### src/rtl/tanh_cordic_sched_pkg.sv
// Shared definitions for the tanh CORDIC scheduler: FP32 field positions,
// FSM state encoding and the launch/wait counter width helper.
package tanh_cordic_sched_pkg;

  localparam int FP32_W  = 32;
  localparam int EXP_MSB = 30;
  localparam int EXP_LSB = 23;

  typedef enum logic [1:0] {
    ST_IDLE   = 2'd0,
    ST_LAUNCH = 2'd1,
    ST_WAIT   = 2'd2,
    ST_RESP   = 2'd3
  } state_t;

  // Counter wide enough to count up to the larger of the EN pulse length
  // and the core latency.
  function automatic int cnt_width(input int en_cycles, input int core_latency);
    return $clog2(((en_cycles > core_latency) ? en_cycles : core_latency) + 1);
  endfunction

endpackage

### src/rtl/tanh_cordic_sched_if.sv
// Bundle of requester, response and core-side signals of the scheduler.
//
// Handshake rules: a transfer happens on a rising clk edge where valid and
// ready are both high. A source that raises valid keeps valid and its data
// stable until that edge (requesters may withdraw valid before a grant; the
// request is then simply not taken). ready may depend combinationally on
// valid. On the response side rsp_data/rsp_id hold until rsp_ready is seen.
interface tanh_cordic_sched_if #(
  parameter int N_REQ  = 4,
  parameter int DWIDTH = 32
);
  localparam int IDW = $clog2(N_REQ);

  logic [N_REQ-1:0]        req_valid;
  logic [N_REQ-1:0]        req_ready;
  logic [N_REQ*DWIDTH-1:0] req_data;
  logic                    rsp_valid;
  logic                    rsp_ready;
  logic [DWIDTH-1:0]       rsp_data;
  logic [IDW-1:0]          rsp_id;
  logic                    core_en;
  logic [DWIDTH-1:0]       core_z;
  logic [DWIDTH-1:0]       core_out;
  logic                    busy;

  // Scheduler side
  modport slave (
    input  req_valid, req_data, rsp_ready, core_out,
    output req_ready, rsp_valid, rsp_data, rsp_id, core_en, core_z, busy
  );

  // Requesters / consumer / core side
  modport master (
    output req_valid, req_data, rsp_ready, core_out,
    input  req_ready, rsp_valid, rsp_data, rsp_id, core_en, core_z, busy
  );

endinterface

### src/rtl/tanh_cordic_sched_rr_arbiter.sv
// Combinational round-robin arbiter: given a request vector and the index of
// the last grant, grants the first requester after it (wrapping). Reusable by
// other serial schedulers.
module rr_arbiter #(
  parameter int N_REQ = 4,
  parameter int IDW   = $clog2(N_REQ)
) (
  input  logic [N_REQ-1:0] i_req,
  input  logic [IDW-1:0]   i_last,
  output logic [N_REQ-1:0] o_grant,
  output logic [IDW-1:0]   o_idx,
  output logic             o_any
);

  // Index k steps after the last grant, wrapped into 0..N_REQ-1.
  function automatic logic [IDW-1:0] wrap_idx(input logic [IDW-1:0] last, input int k);
    int s;
    s = int'(last) + k;
    if (s >= N_REQ) s = s - N_REQ;
    return IDW'(s);
  endfunction

  // Scan from last+1 around to last; the first active request wins.
  always_comb begin
    o_grant = '0;
    o_idx   = '0;
    o_any   = 1'b0;
    for (int k = 1; k <= N_REQ; k++) begin
      if (!o_any && i_req[wrap_idx(i_last, k)]) begin
        o_any                      = 1'b1;
        o_grant[wrap_idx(i_last, k)] = 1'b1;
        o_idx                      = wrap_idx(i_last, k);
      end
    end
  end

endmodule

### src/rtl/tanh_cordic_sched.sv
// Round-robin scheduler sharing one iterative tanh CORDIC core among N_REQ
// requesters. One operation is in flight at a time:
//   IDLE -> LAUNCH (core_en for EN_CYCLES) -> WAIT (CORE_LATENCY) -> RESP.
// Optional feature macro: TANH_SCHED_ZERO_BYPASS_EN -- operands with a zero
// exponent field (+-0, denormals) skip the core and are returned unchanged.
module tanh_cordic_sched
  import tanh_cordic_sched_pkg::*;
#(
  parameter int N_REQ        = 4,
  parameter int DWIDTH       = 32,
  parameter int EN_CYCLES    = 2,
  parameter int CORE_LATENCY = 100
) (
  input  logic                clk,
  input  logic                rst,
  tanh_cordic_sched_if.slave  bus,
  output state_t              o_dbg_state
);

  localparam int IDW   = $clog2(N_REQ);
  localparam int CNT_W = cnt_width(EN_CYCLES, CORE_LATENCY);

  state_t              r_state;
  logic [CNT_W-1:0]    r_cnt;
  logic [IDW-1:0]      r_rr_ptr;
  logic [IDW-1:0]      r_id;
  logic [DWIDTH-1:0]   r_core_z;
  logic                r_core_en;
  logic                r_rsp_valid;
  logic [DWIDTH-1:0]   r_rsp_data;

  logic [N_REQ-1:0]    w_grant;
  logic [IDW-1:0]      w_gidx;
  logic                w_any;
  logic [DWIDTH-1:0]   w_gdata;
  logic                w_zero_exp;

  rr_arbiter #(.N_REQ(N_REQ), .IDW(IDW)) u_arb (
    .i_req   (bus.req_valid),
    .i_last  (r_rr_ptr),
    .o_grant (w_grant),
    .o_idx   (w_gidx),
    .o_any   (w_any)
  );

  // Operand mux for the requester being granted this cycle.
  always_comb begin
    w_gdata = '0;
    for (int k = 0; k < N_REQ; k++) begin
      if (w_gidx == IDW'(k)) w_gdata = bus.req_data[k*DWIDTH +: DWIDTH];
    end
  end

  assign w_zero_exp = (w_gdata[EXP_MSB:EXP_LSB] == '0);

  // Grant is only offered while idle; at most one bit is ever high.
  assign bus.req_ready = (r_state == ST_IDLE) ? w_grant : '0;
  assign bus.rsp_valid = r_rsp_valid;
  assign bus.rsp_data  = r_rsp_data;
  assign bus.rsp_id    = r_id;
  assign bus.core_en   = r_core_en;
  assign bus.core_z    = r_core_z;
  assign bus.busy      = (r_state != ST_IDLE);
  assign o_dbg_state   = r_state;

  // Scheduler FSM: grant, pulse the core, wait out its latency, hand back.
  always_ff @(posedge clk) begin
    if (rst) begin
      r_state     <= ST_IDLE;
      r_cnt       <= '0;
      r_rr_ptr    <= IDW'(N_REQ - 1);
      r_id        <= '0;
      r_core_z    <= '0;
      r_core_en   <= 1'b0;
      r_rsp_valid <= 1'b0;
      r_rsp_data  <= '0;
    end else begin
      case (r_state)
        ST_IDLE: begin
          if (w_any) begin
            r_core_z <= w_gdata;
            r_id     <= w_gidx;
            r_rr_ptr <= w_gidx;
            r_cnt    <= '0;
`ifdef TANH_SCHED_ZERO_BYPASS_EN
            if (w_zero_exp) begin
              // tanh(x) == x to FP32 precision here; the core is not used.
              r_rsp_data  <= w_gdata;
              r_rsp_valid <= 1'b1;
              r_state     <= ST_RESP;
            end else begin
              r_core_en <= 1'b1;
              r_state   <= ST_LAUNCH;
            end
`else
            r_core_en <= 1'b1;
            r_state   <= ST_LAUNCH;
`endif
          end
        end
        ST_LAUNCH: begin
          if (r_cnt == CNT_W'(EN_CYCLES - 1)) begin
            r_core_en <= 1'b0;
            r_cnt     <= '0;
            r_state   <= ST_WAIT;
          end else begin
            r_cnt <= r_cnt + 1'b1;
          end
        end
        ST_WAIT: begin
          if (r_cnt == CNT_W'(CORE_LATENCY - 1)) begin
            r_rsp_data  <= bus.core_out;
            r_rsp_valid <= 1'b1;
            r_cnt       <= '0;
            r_state     <= ST_RESP;
          end else begin
            r_cnt <= r_cnt + 1'b1;
          end
        end
        ST_RESP: begin
          if (bus.rsp_ready) begin
            r_rsp_valid <= 1'b0;
            r_state     <= ST_IDLE;
          end
        end
        default: r_state <= ST_IDLE;
      endcase
    end
  end

  // The zero-exponent flag is only consumed by the bypass build.
  logic w_unused;
  assign w_unused = w_zero_exp;

endmodule

### src/flat_wrapper.sv
// flat-port wrapper written by rule: the top's interface ports become plain ports
module tanh_cordic_sched_flat import tanh_cordic_sched_pkg::*;
#(
  parameter int N_REQ        = 4,
  parameter int DWIDTH       = 32,
  parameter int EN_CYCLES    = 2,
  parameter int CORE_LATENCY = 100
)
  (clk, rst, o_dbg_state, bus_req_valid, bus_req_data, bus_rsp_ready, bus_core_out, bus_req_ready, bus_rsp_valid, bus_rsp_data, bus_rsp_id, bus_core_en, bus_core_z, bus_busy);
  tanh_cordic_sched_if #(.N_REQ(N_REQ), .DWIDTH(DWIDTH)) bus_i ();
  input  logic clk;
  input  logic rst;
  output state_t o_dbg_state;
  input wire logic [$bits(bus_i.req_valid)-1:0] bus_req_valid;
  input wire logic [$bits(bus_i.req_data)-1:0] bus_req_data;
  input wire logic [$bits(bus_i.rsp_ready)-1:0] bus_rsp_ready;
  input wire logic [$bits(bus_i.core_out)-1:0] bus_core_out;
  output wire logic [$bits(bus_i.req_ready)-1:0] bus_req_ready;
  output wire logic [$bits(bus_i.rsp_valid)-1:0] bus_rsp_valid;
  output wire logic [$bits(bus_i.rsp_data)-1:0] bus_rsp_data;
  output wire logic [$bits(bus_i.rsp_id)-1:0] bus_rsp_id;
  output wire logic [$bits(bus_i.core_en)-1:0] bus_core_en;
  output wire logic [$bits(bus_i.core_z)-1:0] bus_core_z;
  output wire logic [$bits(bus_i.busy)-1:0] bus_busy;
  assign bus_i.req_valid = bus_req_valid;
  assign bus_i.req_data = bus_req_data;
  assign bus_i.rsp_ready = bus_rsp_ready;
  assign bus_i.core_out = bus_core_out;
  assign bus_req_ready = bus_i.req_ready;
  assign bus_rsp_valid = bus_i.rsp_valid;
  assign bus_rsp_data = bus_i.rsp_data;
  assign bus_rsp_id = bus_i.rsp_id;
  assign bus_core_en = bus_i.core_en;
  assign bus_core_z = bus_i.core_z;
  assign bus_busy = bus_i.busy;
  tanh_cordic_sched #(.N_REQ(N_REQ), .DWIDTH(DWIDTH), .EN_CYCLES(EN_CYCLES), .CORE_LATENCY(CORE_LATENCY)) u_core (.clk(clk), .rst(rst), .bus(bus_i), .o_dbg_state(o_dbg_state));
endmodule
### config.mk
export PLATFORM = sky130hd
export DESIGN_NAME = tanh_cordic_sched_flat
export DESIGN_NICKNAME = d
export VERILOG_FILES = /design/src/rtl/tanh_cordic_sched_pkg.sv /design/src/rtl/tanh_cordic_sched_if.sv /design/src/rtl/tanh_cordic_sched_rr_arbiter.sv /design/src/rtl/tanh_cordic_sched.sv /design/src/flat_wrapper.sv
export SDC_FILE = /design/constraint.sdc
export NUM_CORES = 1
export LEC_CHECK = 0
export ABC_AREA = 1
export CAP_MARGIN = 15
export CORE_UTILIZATION = 35
export CTS_BUF_LIST = sky130_fd_sc_hd__clkbuf_2
export CTS_CLUSTER_SIZE = 20
export DETAILED_ROUTE_END_ITERATION = 7
export DONT_BUFFER_PORTS = 1
export PLACE_DENSITY_LB_ADDON = 0.12
export SLEW_MARGIN = 10
export SYNTH_ARGS = -nofsm -noshare
export SYNTH_HDL_FRONTEND = slang
export SYNTH_SLANG_ARGS = --single-unit
### constraint.sdc
create_clock -name clk -period 2.1 [get_ports clk]
set_input_delay 0.42 -clock clk [delete_from_list [all_inputs] [get_ports clk]]
set_output_delay 0.42 -clock clk [all_outputs]
set_load 0.005 [all_outputs]
==> results of run 1 <==
power breakdown:
| group | internal, uW | switching (uW) | leakage, uW |
|---|---|---|---|
| sequential | 1780 | 209 | 0.000644 |
| combinational | 4420 | 5310 | 0.00202 |
| clock | 277 | 576 | 0.0000699 |
synth_stat cells (4+ instances only):
cell type | number | area [um2]
nand3_2 | 4 | 40.04
a21oi_1 | 39 | 195.2
nand3_1 | 110 | 550.5
dfxtp_1 | 79 | 1582
buf_4 | 8 | 60.06
inv_2 | 5 | 18.77
nand3b_1 | 27 | 202.7
nor2_1 | 85 | 319.1
o21ai_0 | 47 | 235.2
o21bai_1 | 25 | 187.7
ha_1 | 14 | 175.2
nand2_1 | 141 | 529.3
inv_1 | 66 | 247.7
clkbuf_1 | 13 | 48.80
o21ai_1 | 8 | 40.04
nand4_1 | 5 | 31.28
nand2_2 | 5 | 31.28
buf_2 | 20 | 100.1
nor3_1 | 6 | 30.03
layer usage:
metal	up-vias	routed length [um]	share of wire
li1	2523	-	-
met1	2279	6377	0.41
met2	198	7548	0.49
met4	0	301	0.020
met3	21	1195	0.077
met5	-	0	0
registers in the layout, summed over array words and instances, names as in the netlist:
register and count:
u_core.bus.core_z 32, u_core.bus.rsp_data 32, u_core.r_cnt 7, u_core.bus.rsp_id 2
u_core.o_dbg_state 2, u_core.r_rr_ptr 2, u_core.bus.core_en 1, u_core.bus.rsp_valid 1
cell type report:
| cell class | count | share of cell area |
|---|---|---|
| multi-input cells | 535 | 0.4768 |
| clock inverters | 7 | 0.01167 |
| flip-flops and latches | 79 | 0.2550 |
| clock buffers | 9 | 0.007245 |
| repair buffers | 94 | 0.1690 |
| diodes | 1 | 0.0004025 |
| inverters | 71 | 0.04448 |
| well taps | 176 | 0.03542 |
worst register-to-register path: stages (launching register included):
cell and delay, ns:
dfxtp_2 0.39, inv_2 0.06, ha_4 0.26, inv_4 0.07, nand3_4 0.09, nand2_8 0.11, nor2_8 0.05, buf_4 0.12
buf_4 0.14, nand3_1 0.10, nand3_2 0.13, buf_12 0.17, buf_12 0.13, buf_6 0.13, o21bai_1 0.13, nand3_1 0.12
nand2_1 0.10, a21oi_1 0.05
how the worst max path moves through the flow:
stage                                   from                     to  slack (ns)
after floorplan           u_core.r_rr_ptr[0]  u_core.bus.core_z[13]       0.007
after global placement    u_core.r_rr_ptr[0]  u_core.bus.core_z[25]       -0.02
after detailed placement  u_core.r_rr_ptr[0]  u_core.bus.core_z[15]       -0.08
after CTS                 u_core.r_rr_ptr[0]       bus_req_ready[1]       -0.40
after global routing      u_core.r_rr_ptr[0]       bus_req_ready[0]       -0.55
final                     u_core.r_rr_ptr[0]       bus_req_ready[2]       -0.38
repair_timing:
action                     CTS  global route
hold buffers                32             0
gates cloned                 3             0
gates resized for setup     52            31
hold endpoints to repair    60             0
setup buffers               14             2
pin swaps                   27            12
setup endpoints to repair   37            47
metrics by stage:
| stage | setup WS (ns) | instance area [um2] | hold slack (ns) | util |
|---|---|---|---|---|
| 6_report | -0.3777 | 6217 | 0.07260 | 0.4658 |
| 5_1_grt | -0.5525 | 6215 | 0.03095 | 0.4656 |
| 4_1_cts | -0.4000 | 6080 | 0.009982 | 0.4555 |
| 3_5_place_dp | -0.08467 | 5259 | 0.4781 | 0.3940 |
| 3_3_place_gp | -0.02396 | 5259 | 0.4738 | 0.3940 |
| 2_1_floorplan | 0.006944 | 4855 | 0.4553 | - |
cells by family (layout without fill, tap and decap cells):
group / after synthesis / count (layout) / share of synthesized area
adders and majority gates: 14 / 14 / 0.03619
AOI/OAI and AO/OA: 130 / 130 / 0.1543
buffers and inverters: 118 / 181 / 0.1076
xor gates and xnor gates: 1 / 1 / 0.001810
DFF: 79 / 79 / 0.3268
other: 0 / 1 / 0
and+or+nand+nor: 390 / 390 / 0.3733
==> impl_results.md, run 1 <==
* Synthesized area at 4840 um2
* Fin crit period at roughly 2.5 ns
* Top Usage Layer GRT: met2
* Vias/cell at slightly above 5
* Crit Path Class: reg -> out
* Crit share post-route at 1.180
* DRT Pass-1 Iters at 6
* Critical Path Most Common Cell: inv_2
* Remaining DRCs at 0
* Setup crit end kind: output port
* Critical-path cell list: inv_2, ha_4, inv_4, nand3_4, nand2_8, nor2_8, buf_6, nand3_1, nand3_2, nand2_1, inv_2
* Status: complete, but fails checks
* ANT nets after route at 0
* Layout cells sized above 1 at 0.1862
* Vias at between 5000 and 6000
* Layout Nets at slightly below 1000
* Mapped Cells at around 730
* I/O Pins at ~240
* Most common cell after layout, fill and taps aside: nand2_1
* Total power at approximately 13000 uW
* GR Layer Usage met3 at 0.05846
* CTS tree: built
* Max-Cap Viols at 0
* Global Route met1 Usage at 0.2396
* Row count at 42
* Final Skew at 0.01567 ns
* Filler Cell Count at 1342
* R2R Path End: u_core.bus.core_z[3]
* CORE AREA at 13350 um2
* H-tree depth at 3
* Synthesized flop and latch total at just under 80
* HP Start: bus_req_data[114]
* LEAKAGE at between 0.002 and 0.003 uW
* CP max stage delay at 0.39 ns
* Syn nets at 913
* GR Util met2 at 0.3858
* Power density over cell area at ~2000 nW/um2
* Die width at roughly 120 um
* Total gr overflow at 0
* Worst Path Max Fanout at 4
* Sequential element share of the synthesized area at 0.3268
* Failing checks: setup timing
* Relative slew slack at 0.6510
* Yosys synthesis warning count at 0
* Area delta synth->final at 28.46%
* Total Routed Length at about 15 mm
* Most frequent cells in the layout: nand2_1 (135), nand3_1 (99), nor2_1 (81)
* Required @ worst endpoint at 1.68 ns
* Clk_lat worst skew at 0.55 ns
* Clock tree buffer depth at 2
* WP data arrival at just over 2 ns
* Placed insts at a little over 900
* Peak supply drop at 0.001546 V
* Syn Area/Cell at about 6.6 um2
* R2R Path Start: u_core.r_rr_ptr[0]
* Die H at roughly 120 um
* Post-synth ARST share at 0
* Slowest CP cell: dfxtp_2
* Top_reg_cell synth: dfxtp_1
* Reg clk slew, reported paths at roughly 0.23 ns
* Initial antenna violation count at 0
* Number of flops mapped to enable cells by yosys at 0
* Fmax at 0.4036 GHz
* Netlist cell types at 33
* All-Layer GR Usage at 0.2153
* CP bufs+invs at 4
* Hold EP: u_core.bus.core_z[18]
* Starting Density at 0.3626
* Routed WL per cell at between 15 and 20 um
* CP top delay family: simple AND/OR/NAND/NOR gates
* R2R Setup Slk at -0.35 ns
* Hold Crit Class: in -> reg
* # clock sinks at 79
* Sequential cell area at around 1600 um2
* Fin. max-slew vios at 0
* Fin cells at just under 1000
* Worst r2r path cells at 17
* Setup_tns at -11.12 ns
* Final worst setup slack at -0.3777 ns
* Worst Tran Pin Value at 0.5168 ns
* CTS Root Cell: clkbuf_2
* Port Buffers at 0
* Stages on worst setup path at 11
* Final Hold Viols at 0
* Final setup fails at 45
* Area of the multi-input gates at around 3000 um2
* Largest net degree at the start of global routing at 39
* Kind of start point of the critical path: flip-flop
* Die area at ~14000 um2
* Gpl congestion at 0.8500
* DP Wirelength at ~11 mm
* Drt first-iter violations at about 300
* Num CTS Buffers at 9
* RSZ-0062 raised after global routing: yes
* First-pass GRT wire length at ~24 mm
* Number of global-route vias before repair at slightly above 5000
* WHS Path Cells at 4
No activity file was read; power rests on OpenSTA's default activity.
==> inputs of run 2 (changes only) <==
SYNTH_HIERARCHICAL = 1   (was unset)
==> run 2 against run 1 <==
The run still ends with setup timing left; register-to-register slack worse by 0.04 ns; wire length up 2.6%; clock power up 2%; design area up 0.68%.
==> impl_results.md, run 2 <==
* Worst Path Max Fanout at 4 (unchanged)
* Failing checks: setup timing
* Fin. max-slew vios at 0 (unchanged)
* Die H at 115.2 um (-3.6%)
* Total gr overflow at 0 (unchanged)
* LEAKAGE at 0.002580 uW (-5.7%)
* Fin crit period at 2.538 ns (+0.06037 ns)
* R2R Path End: u_core/bus.core_z[4]
* Clk_lat worst skew at 0.58 ns (+0.03 ns)
* Initial antenna violation count at 0 (unchanged)
* Fin cells at 924 (-4.9%)
* Largest net degree at the start of global routing at 48 (+23%)
* Layout cells sized above 1 at 0.2101 (+0.02394)
* Synth top area cells: dfxtp_1 (35%), nand2_1 (9.6%), nand3_1 (9.4%)
* Starting Density at 0.3571 (-0.005487)
* I/O Pins at 242 (unchanged)
* ANT nets after route at 0 (unchanged)
* Netlist cell types at 30 (-9.1%)
* Routed WL per cell at 17.12 um (+7.9%)
* Top cell type by total area after synthesis: dfxtp_1
* Top_reg_cell synth: dfxtp_1
* Yosys synthesis warning count at 6 (+6)
* R2R Setup Slk at -0.39 ns (-0.04 ns)
* Peak supply drop at 0.001061 V (-31%)
* Status: complete, but fails checks
* Layout Nets at 929 (-4.3%)
* Slowest CP cell: dfxtp_4
* Worst Tran Pin Value at 0.4513 ns (-0.06553 ns)
* Final worst setup slack at -0.4380 ns (-0.06037 ns)
* Number of global-route vias before repair at 4659 (-7.7%)
* Row count at 41 (-2.4%)
* R2R Path Start: u_core/r_rr_ptr[0]
* Total Routed Length at 15.82 mm (+2.6%)
* Mapped Cells at 646 (-12%)
* Crit share post-route at 1.209 (+0.02875)
* Most common cell in the netlist: nand2_1
* Int Power at 6123 uW (-5.5%)
* Max-Cap Viols at 0 (unchanged)
* Num CTS Buffers at 9 (unchanged)
* First-pass GRT wire length at 22.36 mm (-8.7%)
* DP Wirelength at 9.893 mm (-7.4%)
* WHS Path Cells at 2 (-2)
* CORE AREA at 12570 um2 (-5.8%)
* Syn Area/Cell at 6.947 um2 (+5.1%)
* Clock network power share at 0.073 (+0.005)
* Relative slew slack at 0.6987 (+0.04776)
* WP data arrival at 2.12 ns (+0.06 ns)
* Drt first-iter violations at 365 (+20%)
* Synthesized flop and latch total at 79 (unchanged)
* Critical Path Most Common Cell: nand3_1
* Final Skew at 0.03368 ns (+0.01801 ns)
* Synth top area share at 0.3524 (+0.02560)
* Number of flops mapped to enable cells by yosys at 0 (unchanged)
* HP Start: bus_req_data[110]
* N_diodes at 0 (-1)
* Kind of start point of the critical path: flip-flop
* DRT Pass-1 Iters at 5 (-1)
* Setup crit end kind: output port
* Placed insts at 804 (-11%)
* CP max stage delay at 0.44 ns (+0.05 ns)
* Syn nets at 827 (-9.4%)
* Psw at 5787 uW (-5.0%)
* Most frequent cells in the layout: nand2_1 (96), dlygate4sd3_1 (83), nor2_1 (81)
* Vias at 5025 (+0.080%)
* Worst r2r path cells at 18 (+1)
* Crit Path Class: reg -> out
* # clock sinks at 79 (unchanged)
* Required @ worst endpoint at 1.68 ns (about the same)
* Final setup fails at 49 (+8.9%)
* RSZ-0062 raised after global routing: yes
* Area delta synth->final at 39.48%
* Clock tree buffer depth at 2 (unchanged)
* Synthesized area at 4488 um2 (-7.3%)
* Die width at 115.2 um (-3.6%)
* Net Sw Frac at 0.4859 (+0.001238)
* Hold EP: u_core/bus.core_z[14]
* Power density over cell area at 1903 nW/um2 (-5.9%)
* Hold Crit Class: in -> reg
* Gate power share at 0.750 (-0.024)
* CTS tree: built
* Fmax at 0.3940 GHz (-2.4%)
* Gpl congestion at 0.8472 (-0.33%)
* Post-synth ARST share at 0 (unchanged)
* Die area at 13280 um2 (-7.1%)
* All-Layer GR Usage at 0.2207 (+0.005460)
* H-tree depth at 3 (unchanged)
* Top post-synthesis cells by count: nand2_1 (115), nand3_1 (84), nor2_1 (81)
* Final Hold Viols at 0 (unchanged)
* Most common cell after layout, fill and taps aside: nand2_1
* Hold slack at 0.05346 ns (-0.01915 ns)
* Critical-path cell list: inv_8, ha_4, inv_4, nand3_4, nand2_4, nor2_4, buf_4, nand3_1, nand3_1, nand2_1, inv_1
* Vias/cell at 5.438 (+5.3%)
* Sequential cell fraction of total power at 0.176 (+0.018)
* CTS Root Cell: clkbuf_2
* Sequential element share of the synthesized area at 0.3524 (+0.02560)
* Remaining DRCs at 0 (unchanged)
* Reg clk slew, reported paths at 0.25 ns (+0.02 ns)
* Port Buffers at 0 (unchanged)
[run 2: per-layer routing]
metal  track usage  share of wire
met5             0              0
met4        0.1333          0.040
met3       0.05113          0.078
met1        0.2400           0.39
met2        0.3904           0.49
[run 2: cell type report]
type / instances / area (um2)
sequential: 79 / 1587
clock inverter: 6 / 68.82
inverter: 33 / 138.9
tap: 172 / 215.2
timing repair buffer: 134 / 1471
clock buffer: 9 / 45.04
multi-input combinational: 491 / 2734
fill: 1216 / 6309
[run 2: through the flow]
stage	TNS (ns)	instance area [um2]	worst slack [ns]	total power (uW)	utilization
floorplan	-2.333	4539	-0.08045	6649	-
global placement	-1.274	4748	-0.1273	8019	0.3778
detailed placement	-2.796	4748	-0.1810	8154	0.3778
CTS	-8.206	6051	-0.4847	11140	0.4814
global route	-17.57	6260	-0.5611	12670	0.4981
finish	-13.05	6260	-0.4380	11910	0.4981
[run 2: how the worst max path moves through the flow]
stage          slack [ns]               start                     to
2_1_floorplan       -0.08  u_core/r_rr_ptr[0]  u_core/bus.core_z[10]
3_3_place_gp        -0.13  u_core/r_rr_ptr[0]   u_core/bus.core_z[0]
3_5_place_dp        -0.18  u_core/r_rr_ptr[0]   u_core/bus.core_z[0]
4_1_cts             -0.48  u_core/r_rr_ptr[0]       bus_req_ready[1]
5_1_grt             -0.56  u_core/r_rr_ptr[0]       bus_req_ready[2]
6_report            -0.44  u_core/r_rr_ptr[0]       bus_req_ready[1]
[run 2: cell families after synthesis]
family	count (synthesis)	synth area share
compound gates	165	0.1957
fa+ha+maj	14	0.03903
buf+inv	77	0.09479
flops	79	0.3524
simple gates	311	0.3181
[run 2: what timing repair did]
action	CTS	global route
gates resized for setup	35	54
pin swaps	4	11
endpoints found under the hold margin	67	1
setup endpoints to repair	46	56
hold buffers	82	1
buffers inserted	11	4
gates cloned	8	0
[run 2: power groups by stage]
stage               Clock, uW  Sequential [uW]  Combinational [uW]
finish                    873             2100                8940
detailed placement          0             2130                6030
global route              977             2140                9550
global placement            0             2140                5880
CTS                       916             2100                8120
floorplan                   0             2050                4600
[run 2: critical path, delay by kind of cell (launching register included)]
family / cells / cell delay, ns
AND/OR/NAND/NOR: 6 / 0.49
adder cells (fa/ha/maj): 1 / 0.29
buffers and inverters: 4 / 0.32
flip-flops: 1 / 0.44
==> inputs of run 3 (changes only) <==
ABC_AREA = 0   (was 1)
clock period = 2.5 ns   (was 2.1 ns; I/O delays follow)
==> run 3 against run 2 <==
Power shrank 46%; register-to-register slack gained 0.09 ns; first-iteration DRC count shrank 46%; clock power shrank 9.7%; clock-buffer cell count is the same; largest power group unchanged; the run still ends with setup timing left; non-clock buffer count shrank 73; critical endpoint is now bus_req_ready[3]; synthesized cell count shrank 21%; core utilization shrank 6.6 points; synthesized area grew 0.14%; combinational power shrank 57%; worst hold slack gained 0.023 ns; die area grew 0.13%.
==> impl_results.md, run 3 <==
* Placed insts at 657 (-18%)
* Post-synthesis compound-gate area fraction at 0.1645 (-0.03117)
* Synthesized area at 4494 um2 (+0.14%)
* Port Buffers at 0 (unchanged)
* Final setup fails at 36 (-27%)
* Most frequent cells in the layout: nand2_1 (146), dfxtp_1 (77), a21oi_1 (74)
* DP Wirelength at 9.536 mm (-3.6%)
* Setup crit end kind: output port
* Die area at 13300 um2 (+0.13%)
* # clock sinks at 79 (unchanged)
* Worst Path Max Fanout at 7 (+3)
* Yosys synthesis warning count at 6 (unchanged)
* DRT Pass-1 Iters at 7 (+2)
* Netlist cell types at 47 (+57%)
* Worst Tran Pin Value at 0.7112 ns (+0.2599 ns)
* Peak supply drop at 0.0005699 V (-46%)
* Post-Synth Simple-Gate Area at 0.1918 (-0.1263)
* Sequential element share of the synthesized area at 0.3519 (-0.0004905)
* Reg clk slew, reported paths at 0.25 ns (about the same)
* Failing checks: setup timing
* Top post-synthesis cells by count: nand2_1 (146), dfxtp_1 (79), a21oi_1 (77)
* Total gr overflow at 0 (unchanged)
* Layout Nets at 722 (-22%)
* Clock tree buffer depth at 2 (unchanged)
* Fin cells at 719 (-22%)
* Filler Cell Count at 1201 (-1.2%)
* Final worst setup slack at -0.5116 ns (-0.07356 ns)
* CTS tree: built
* Layout cells sized above 1 at 0.1850 (-0.02512)
* First-pass GRT wire length at 20.11 mm (-10%)
* Relative slew slack at 0.5259 (-0.1728)
* CTS Root Cell: clkbuf_2
* Num CTS Buffers at 9 (unchanged)
* Crit Path Class: reg -> out
* LEAKAGE at 0.001934 uW (-25%)
* Required @ worst endpoint at 2.00 ns (+0.32 ns)
* Top cell type by total area after synthesis: dfxtp_1
* Final Skew at 0.01849 ns (-0.01519 ns)
* Syn Area/Cell at 8.812 um2 (+27%)
* Area delta synth->final at 20.82%
* Status: complete, but fails checks
* Die width at 115.3 um (about the same)
* Hold slack at 0.07696 ns (+0.02350 ns)
* All-Layer GR Usage at 0.2034 (-0.01737)
* Syn nets at 691 (-16%)
* RSZ-0062 raised after global routing: yes
* Crit share post-route at 1.205
* Die H at 115.3 um (about the same)
* Adder-cell share of the synthesized area at 0.03898 (-0.00005433)
* Max-Cap Viols at 0 (unchanged)
* Top_reg_cell synth: dfxtp_1
* Vias/cell at 5.377 (-1.1%)
* Mux contribution to synthesized area at 0.1840 (+0.1840)
* Largest net degree at the start of global routing at 78 (+63%)
* Fin crit period at approximately 3 ns
* Clk_lat worst skew at 0.57 ns (about the same)
* Initial antenna violation count at 0 (unchanged)
* Post-synth ARST share at 0 (unchanged)
* Total Routed Length at 14.08 mm (-11%)
* H-tree depth at 3 (unchanged)
* Vias at 3866 (-23%)
* Kind of start point of the critical path: flip-flop
* I/O Pins at 242 (unchanged)
* ANT nets after route at 0 (unchanged)
* Gpl congestion at 0.8493 (+0.25%)
* Remaining DRCs at 0 (unchanged)
* Final Hold Viols at 0 (unchanged)
* Most common cell after layout, fill and taps aside: nand2_1
* Fin. max-slew vios at 0 (unchanged)
* Synth top area cells: dfxtp_1 (35%), mux4_2 (17%), nand2_1 (12%)
* Power density over cell area at 1193 nW/um2 (-37%)
* WP data arrival at 2.51 ns (+0.39 ns)
* Routed WL per cell at 19.59 um (+14%)
* Starting Density at 0.3576 (+0.0004978)
* Number of global-route vias before repair at 3616 (-22%)
* CORE AREA at 12570 um2 (unchanged)
* XOR/XNOR share of the synthesized area at 0.007795 (+0.007795)
* Drt first-iter violations at 198 (-46%)
* Synthesized flop and latch total at 79 (unchanged)
* Fmax at between 0.3 and 0.4 GHz
* Synth top area share at 0.3519 (-0.0004905)
* Largest family of logic cells by synthesized area: simple AND/OR/NAND/NOR gates
* Mapped Cells at 510 (-21%)
* Number of flops mapped to enable cells by yosys at 0 (unchanged)
* Hold Crit Class: in -> reg
* Most common cell in the netlist: nand2_1
* Row count at 41 (unchanged)
run 3: cell types whose count changed in the layout (fill, tap and decap cells not counted), moves of 21 or more:
cell,change
dlygate4sd3_1,-50
o21ai_0,-48
nand3_1,-70
nor2_1,-72
a21oi_1,+47
mux4_2,+35
o21ai_1,-29
nand2_1,+50
nand2_2,-21
run 3: through the flow:
stage                     worst slack (ns)  total power, uW  area [um2]  setup TNS, ns  utilization
after global routing               -0.6294             6930        5428         -13.37       0.4319
final                              -0.5116             6477        5430         -8.494       0.4321
after global placement            0.004463             5102        4733              0       0.3766
after CTS                          -0.5820             6385        5365         -8.486       0.4269
after floorplan                    -0.2350             4464        4576         -6.974            -
after detailed placement          -0.05475             5139        4733        -0.5379       0.3766
run 3: final cells by class:
cell class | instances | area (um2) | share of cell area
diodes | 1 | 2.502 | 0.0004608
well taps | 172 | 215.2 | 0.03963
flip-flops and latches | 79 | 1587 | 0.2922
repair buffers | 61 | 680.7 | 0.1253
multi-input cells | 374 | 2750 | 0.5065
clock inverters | 7 | 85.08 | 0.01567
inverters | 16 | 65.06 | 0.01198
clock buffers | 9 | 45.04 | 0.008295
run 3: power by group:
part	internal (uW)	total (uW)	leakage, uW	switching, uW
clock	256	788	0.0000798	531
combinational	1990	3840	0.00121	1850
sequential	1570	1850	0.000645	282
run 3: kinds of logic (layout without fill, tap and decap cells):
logic type               after synthesis  count (layout)
AO/OA/AOI/OAI                        119             119
XOR/XNOR                               4               4
buffers and inverters                 58              93
multiplexers                          40              41
AND/OR/NAND/NOR                      196             196
flip-flops                            79              79
adder cells (fa/ha/maj)               14              14
other                                  0               1
run 3: worst paths after layout:
path	from	to	slack (ns)	cells past startpoint
worst max register to register	u_core/r_rr_ptr[0]	u_core/bus.core_z[24]	-0.30	11
worst max-delay path	u_core/r_rr_ptr[0]	bus_req_ready[3]	-0.51	6
worst min register to register	u_core/bus.rsp_data[28]	u_core/bus.rsp_data[28]	0.49	2
worst min-delay path	rst	u_core/o_dbg_state[1]	0.08	2
run 3: metal layers:
layer / global-route usage / share of wire / up-vias
met1: 0.2359 / 0.39 / 1796
met3: 0.06958 / 0.085 / 16
met4: 0.06753 / 0.020 / 0
met2: 0.3497 / 0.51 / 180
met5: 0 / 0 / -
li1: - / - / 1874
run 3: worst max-delay path, stage by stage, from the launching register on:
cell      delay [ns]
dfxtp_4         0.44
buf_12          0.12
mux4_2          0.59
or3_4           0.40
a21oi_2         0.13
a2111o_1        0.12
and2_1          0.14
run 3: repair_timing:
action                     CTS  global route
buffers inserted             5             2
pin swaps                    6             8
hold buffers                34             0
gates cloned                 3             1
setup endpoints to repair   36            36
gates resized for setup      9             5
hold endpoints to repair    77             0
